--- src/rtl/seq_scan_ctrl.sv ---
// Serial pattern scanner: shifts a captured word out MSB first and
// counts occurrences of a PAT_W-bit pattern, overlapping or not.
module seq_scan_ctrl #(
  parameter int DATA_W = 8,
  parameter int PAT_W  = 4,
  localparam int CW = $clog2(DATA_W+1),
  localparam int KW = $clog2(DATA_W)
) (
  input  logic              clk,
  input  logic              reset,
  input  logic              start,
  input  logic [DATA_W-1:0] data_in,
  input  logic [PAT_W-1:0]  pattern,
  input  logic              overlap,
  output logic              bit_out,
  output logic              busy,
  output logic              done,
  output logic              detected,
  output logic [CW-1:0]     match_count,
  output logic              found,
  output logic [KW-1:0]     first_pos
);

  localparam int VW = $clog2(PAT_W+1);

  typedef enum logic [1:0] {
    IDLE,
    SHIFT,
    DONE
  } state_t;

  state_t state, nxt;

  logic [DATA_W-1:0] dat;
  logic [PAT_W-1:0]  pat;
  logic              ovl;
  logic [PAT_W-1:0]  hist;
  logic [VW-1:0]     vcnt;
  logic [KW-1:0]     k;

  logic [KW-1:0]     idx;
  logic              cur;
  logic              last;
  logic [PAT_W-1:0]  hist_n;
  logic [VW-1:0]     vcnt_n;
  logic              hit;

  always_ff @(posedge clk) begin
    if (reset) state <= IDLE;
    else       state <= nxt;
  end

  always_comb begin
    nxt  = state;
    busy = 1'b0;
    done = 1'b0;
    unique case (state)
      IDLE: if (start) nxt = SHIFT;
      SHIFT: begin
        busy = 1'b1;
        if (last) nxt = DONE;
      end
      DONE: begin
        done = 1'b1;
        nxt  = IDLE;
      end
      default: nxt = IDLE;
    endcase
  end

  // bit k of the job is dat[DATA_W-1-k]
  assign idx     = KW'(DATA_W-1) - k;
  assign cur     = dat[idx];
  assign last    = (k == KW'(DATA_W-1));
  assign bit_out = busy & cur;

  assign hist_n = {hist[PAT_W-2:0], cur};
  assign vcnt_n = (vcnt == VW'(PAT_W)) ? vcnt : vcnt + VW'(1);
  assign hit    = (vcnt_n == VW'(PAT_W)) && (hist_n == pat);

  always_ff @(posedge clk) begin
    if (reset) begin
      dat         <= '0;
      pat         <= '0;
      ovl         <= 1'b0;
      hist        <= '0;
      vcnt        <= '0;
      k           <= '0;
      detected    <= 1'b0;
      match_count <= '0;
      found       <= 1'b0;
      first_pos   <= '0;
    end else begin
      detected <= 1'b0;
      if (state == IDLE && start) begin
        dat         <= data_in;
        pat         <= pattern;
        ovl         <= overlap;
        hist        <= '0;
        vcnt        <= '0;
        k           <= '0;
        match_count <= '0;
        found       <= 1'b0;
        first_pos   <= '0;
      end else if (state == SHIFT) begin
        k    <= k + KW'(1);
        hist <= hist_n;
        // non-overlapping mode demands PAT_W fresh bits after a hit
        vcnt <= (hit && !ovl) ? '0 : vcnt_n;
        if (hit) begin
          detected    <= 1'b1;
          match_count <= match_count + CW'(1);
          if (!found) begin
            found     <= 1'b1;
            first_pos <= k;
          end
        end
      end
    end
  end

endmodule

--- config.mk ---
export PLATFORM = sky130hd
export DESIGN_NAME = seq_scan_ctrl
export DESIGN_NICKNAME = d
export VERILOG_FILES = /design/src/rtl/seq_scan_ctrl.sv
export SDC_FILE = /design/constraint.sdc
export NUM_CORES = 1
export LEC_CHECK = 0
export BUFFER_PORTS_ARGS = -buffer_cell sky130_fd_sc_hd__buf_2
export CAP_MARGIN = 5
export CORE_ASPECT_RATIO = 1.75
export CORE_MARGIN = 3
export CORE_UTILIZATION = 25
export DETAILED_ROUTE_END_ITERATION = 12
export PLACE_DENSITY = 0.42
export RECOVER_POWER = 50
export REMOVE_ABC_BUFFERS = 1
export SYNTH_ARGS = -nofsm -noshare
export SYNTH_HDL_FRONTEND = slang
export SYNTH_SLANG_ARGS = --single-unit
--- constraint.sdc ---
create_clock -name clk -period 2.02 [get_ports clk]
set_input_delay 0.303 -clock clk [delete_from_list [all_inputs] [get_ports clk]]
set_output_delay 0.303 -clock clk [all_outputs]
set_load 0.02 [all_outputs]
**After elaboration in Yosys (flattened, before gate mapping)**

Cells that the tools add are included.

- Eq/ne operators: 8
- Reduce and logical (&&, ||, !) cells: 10
- Order comparisons: 1
- Mux-type cells: 10
- Bitwise operators: 3
- Add/subtract/negate cells: 4

Operators with widths:

| kind | count |
|---|---|
| $eq 3x3->1 const B | 3 |
| $add 3x1->3 const B | 2 |
| $mux 3 | 2 |
| $add 4x1->4 const B | 1 |
| $eq 4x4->1 | 1 |
| $lt 3x4->1 const B | 1 |
| $mux 1 | 4 |
| $mux 2 | 2 |
| $ne 2x2->1 const B | 2 |
| $pmux 2 s2 | 1 |
| $reduce_and 2->1 | 2 |
| $bmux 1 s3 | 1 |
| $logic_and 1x1->1 | 3 |
| $reduce_and 3->1 | 1 |
| $reduce_or 3->1 | 1 |
| $sub 3x3->3 const A | 1 |
| $eq 2x1->1 const B | 1 |
| $eq 2x2->1 const B | 1 |
| $logic_not 2->1 | 1 |
| $not 1->1 | 2 |
| $reduce_or 2->1 | 1 |
| $and 1x1->1 | 1 |
| $logic_not 1->1 | 1 |

- Output and inout port bits: 12
- Register bits: 33
- Input bits: 16

**Depth between registers and ports, before layout**

- Word-level depth: 7
- Depth in mapped cells: 7
- Gate-level depth less buffers: 7

**Worst setup path before layout**

Ideal clock, no wire load.

- Path kind: register to register
- From: register vcnt[0]
- To: register match_count[3]
- Slack: -0.172 ns
- Data arrival time: 2.121 ns
- Path buffers: 0
- Setup time: 0.070 ns
- Stages on the path, launching flop included: 8
- Path through: dfxtp_1 -> inv_1 -> ha_1 -> or3b_1 -> a31oi_2 -> nand3_1 -> or4_1 -> a21oi_1

- Longest elaborated chain between the ends: 5
- Elaborated cells on any way between the ends: 6
- Those cells by class: add/sub (1); eq/ne (2); mux (1); reduce/logical (2)

Ends and longest elaborated chain:

| what | line | RTL |
|---|---|---|
| start, declared | 38 | `logic [VW-1:0] vcnt;` |
| start signal, assigned | 109 | `vcnt <= (hit && !ovl) ? '0 : vcnt_n;` |
| $add 3x1->3 / $eq 3x3->1 (equally long branches) | 78 | `assign vcnt_n = (vcnt == VW'(PAT_W)) ? vcnt : vcnt + VW'(1);` |
| $mux 3 (*) | 78 |  |
| $eq 3x3->1 (*) | 79 | `assign hit = (vcnt_n == VW'(PAT_W)) && (hist_n == pat);` |
| $logic_and 1x1->1 (*) | 79 |  |
| $reduce_and 2->1 (no line) (*) | n/a |  |
| end signal, assigned | 112 | `match_count <= match_count + CW'(1);` |
| end, declared | 19 | `output logic [CW-1:0] match_count,` |

Every way passes the cells marked *; elsewhere a longest branch is shown, timed or not.
A chain may end at the register's enable or synchronous reset.

**Final worst setup path**

- From: register k[0]
- To: output bit_out

- Longest elaborated chain between the ends: 4

Ends and longest elaborated chain:

| what | line | RTL |
|---|---|---|
| start, declared | 39 | `logic [KW-1:0] k;` |
| start signal, assigned | 106 | `k <= k + KW'(1);` |
| $sub 3x3->3 | 72 | `assign idx = KW'(DATA_W-1) - k;` |
| $bmux 1 s3 | 73 | `assign cur = dat[idx];` |
| $mux 1 (implied by the code) | 73 |  |
| $and 1x1->1 | 75 | `assign bit_out = busy & cur;` |
| end, declared | 15 | `output logic bit_out,` |

Every way passes these cells. The select of a mux whose other input is x is not followed.

==> summary.md <==
| Metric | Value |
|---|---|
| Most frequent cells in the layout | dfxtp_1 (29), buf_4 (20), buf_2 (16) |
| Bufs and invs on worst path | 2 |
| I/O pin count | 28 |
| Post-route cell area | 1950 µm² |
| Fin crit period | 1.97 ns |
| # diodes | 0 |
| RSZ-0062 raised after global routing | yes |
| Post-synth ARST share | 0 |
| Largest net degree at the start of global routing | 17 |
| GR Overflow Total | 0 |
| Root Buffer | clkbuf_8 |
| Worst-path cell chain | mux4_2 > mux2i_4 > buf_6 > nor2_2 > buf_6 |
| Die footprint | 6680 µm² |
| RD Place Congestion | 0.704 |
| Net Sw Power | 0.379 mW |
| Critical Path RT | 1.72 ns |
| Crit. End Element | primary output |
| FP Rows | 35 |
| Power per standard cell area | 744 nW/µm² |
| Syn_area_per_cell | 9.91 µm² |
| #FFs+latches synth | 33 |
| Clk_lat worst skew | 0.28 ns |
| R2R setup slack | 0.06 ns |
| Drt wl/cell | 13.5 µm |
| Crit path DAT | 1.67 ns |
| Outcome | finished, final reports clean |
| Critical path's largest stage delay | 0.53 ns |
| Vias in the first global route | 1,293 |
| Relative slew slack | 0.323 |
| Htree depth | 2 |
| Area post-placement | 1760 µm² |
| Critical Path End | bit_out |
| R2r worst-path depth | 8 |
| Delay-heaviest family, CP | multiplexers |
| Pre-Repair DR Iteration Count | 3 |
| CP Depth | 5 |
| Clk_skew | 0.00222 ns |
| Routed Antenna Nets | 0 |
| Total track usage | 0.113 |
| Final HPWL DP | 2670 µm |
| Core box area | 5390 µm² |
| Max VDD drop | 0.344 mV |
| Net Sw Frac | 0.261 |
| Hold/Removal Path Class | in -> reg |
| TritonCTS clock tree | yes |
| Nets | 214 |
| Fin. Hold Viols | 0 |
| Clk pin slew, worst setup/hold paths | 0.06 ns |
| Leak pwr | 0.756 nW |
| First-pass GRT wire length | 5790 µm |
| TritonCTS buffer count | 5 |
| Crit-path slowest cell | mux4_2 |
| Power share of the sequential group | 0.480 |
| IO buf count | 27 |
| Combinational Power Share | 0.177 |
| Tcrit/Tclk final | 0.977 |
| Clock share of power | 0.342 |
| Post-place setup slack | -0.102 ns |
| Slew Viols, Final | 0 |
| Hold buffer count at cts | 0 |
| Netlist cell types | 34 |
| Slew @ Worst Pin | 1.02 ns |
| Die H | 106 µm |
| Layout area overhead | 37.0% |
| CP Launch Point | k[0] |
| Worst path most repeated cell | buf_6 |
| Sequential share of the synthesized area | 0.463 |
| Mapped Cells | 144 |
| # setup viols final | 0 |
| Initial core utilization | 0.265 |
| Initial drt markers | 32 |
| Vias/cell | 4.57 |
| CP max FO | 3 |
| Share of cells above drive strength 1 | 0.342 |
| RR Endpoint | first_pos[2] |
| Max Fclk | 507 MHz |
| CTS Sinks | 33 |
| Worst Setup Start Kind | flop |
| Setup ws final | 0.0472 ns |
| Worst r2r src | vcnt[1] |
| P_int | 1.07 mW |
| DRC viols | 0 |
| Post-synth EDFFs | 0 |
| Initial antenna violation count | 0 |
| Syn Std Cell Area | 1430 µm² |
| Max-Cap Viols | 0 |
| Commonest non-fill, non-tap cell in the layout | dfxtp_1 |
| Clock Path Buffers | 2 |
| FILL cells | 566 |
| Critical path type | reg -> out |
| Vias | 1,221 |
| Hold path depth | 2 |
| Die W | 63.1 µm |
| Final wirelength | 3600 µm |
| Main synth FF type | dfxtp_1 |
| Syn. warnings | 0 |
## power by group through the flow
stage	Combinational, mW	Clock (mW)	Sequential, mW
6_report	0.258	0.498	0.698
5_1_grt	0.282	0.545	0.702
4_1_cts	0.241	0.524	0.697
3_5_place_dp	0.227	0	0.712
3_3_place_gp	0.224	0	0.711
2_1_floorplan	0.119	0	0.710
## per-stage QoR
| step | setup TNS (ns) | hold WS [ns] | utilization | cells | power, mW |
|---|---|---|---|---|---|
| finish | 0 | 0.227 | 0.363 | 267 | 1.45 |
| global route | -0.0425 | 0.222 | 0.363 | 267 | 1.53 |
| CTS | 0 | 0.220 | 0.350 | 265 | 1.46 |
| detailed placement | -0.428 | 0.461 | 0.327 | 256 | 0.939 |
| global placement | -0.0976 | 0.459 | 0.327 | 256 | 0.934 |
| floorplan | -0.316 | 0.379 | - | 137 | 0.829 |
## area by class of cell
class	count	area, µm²	area share
tap	74	92.6	0.0474
inverter	5	18.8	0.00960
multi-input combinational	99	797	0.408
sequential	33	666	0.341
timing repair buffer	49	294	0.150
clock buffer	7	86.3	0.0442
## kinds of logic (layout without fill, tap and decap cells)
kind of cell	after synthesis	after routing	share of synthesized area
compound gates	43	43	0.206
xor+xnor	6	6	0.0368
buf+inv	12	61	0.0325
simple gates	42	42	0.170
mux	3	3	0.0474
fa+ha+maj	5	5	0.0439
flops	33	33	0.463
## routing by layer
layer  track usage  vias to the layer above  wire length (µm)
met5             0                        -                 0
met4        0.0521                        0                70
li1              -                      627                 -
met1         0.109                      562              1390
met2         0.212                       27              1990
met3        0.0359                        5               150
## Yosys cell counts, types with 2 or more instances
cell type  number  share of area
xnor2_1         3          0.018
inv_1           5          0.013
mux4_2          2          0.032
o21ai_1         6          0.021
nor4_1          2         0.0088
ha_1            5          0.044
nand3_1         2         0.0070
nor2b_1         2         0.0088
o31ai_1         2          0.011
o2111ai_1       3          0.018
nor2_1          5          0.013
dfxtp_1        33           0.46
nand2_1        11          0.029
nor3_1          3          0.011
and4b_1         2          0.014
nand2b_1        2         0.0088
xor2_1          3          0.018
or4_1           2          0.011
or2_2           3          0.013
a22o_1         13          0.080
nor3b_1         2          0.011
a21oi_1        16          0.056
clkbuf_1        6          0.016
## how the worst min path moves through the flow
stage	startpoint	endpoint	slack [ns]
2_1_floorplan	reset	state[1]	0.38
3_3_place_gp	hist[2]	hist[2]	0.46
5_1_grt	data_in[1]	dat[1]	0.22
4_1_cts	data_in[1]	dat[1]	0.22
6_report	data_in[1]	dat[1]	0.23
3_5_place_dp	dat[2]	dat[2]	0.46
## what timing repair did
action / in CTS / in global routing
endpoints found under the setup margin: 9 / 9
resized for setup: 7 / 14
setup buffers: 2 / 2
pin swaps: 3 / 5
## sequential cells by signal, indices dropped and copies added (netlist names)
| signal | count |
|---|---|
| vcnt | 3 |
| found | 1 |
| k | 3 |
| ovl | 1 |
| pat | 4 |
| first_pos | 3 |
| state | 2 |
| dat | 8 |
| hist | 3 |
| detected | 1 |
| match_count | 4 |
(Power assumes the default switching activity.)
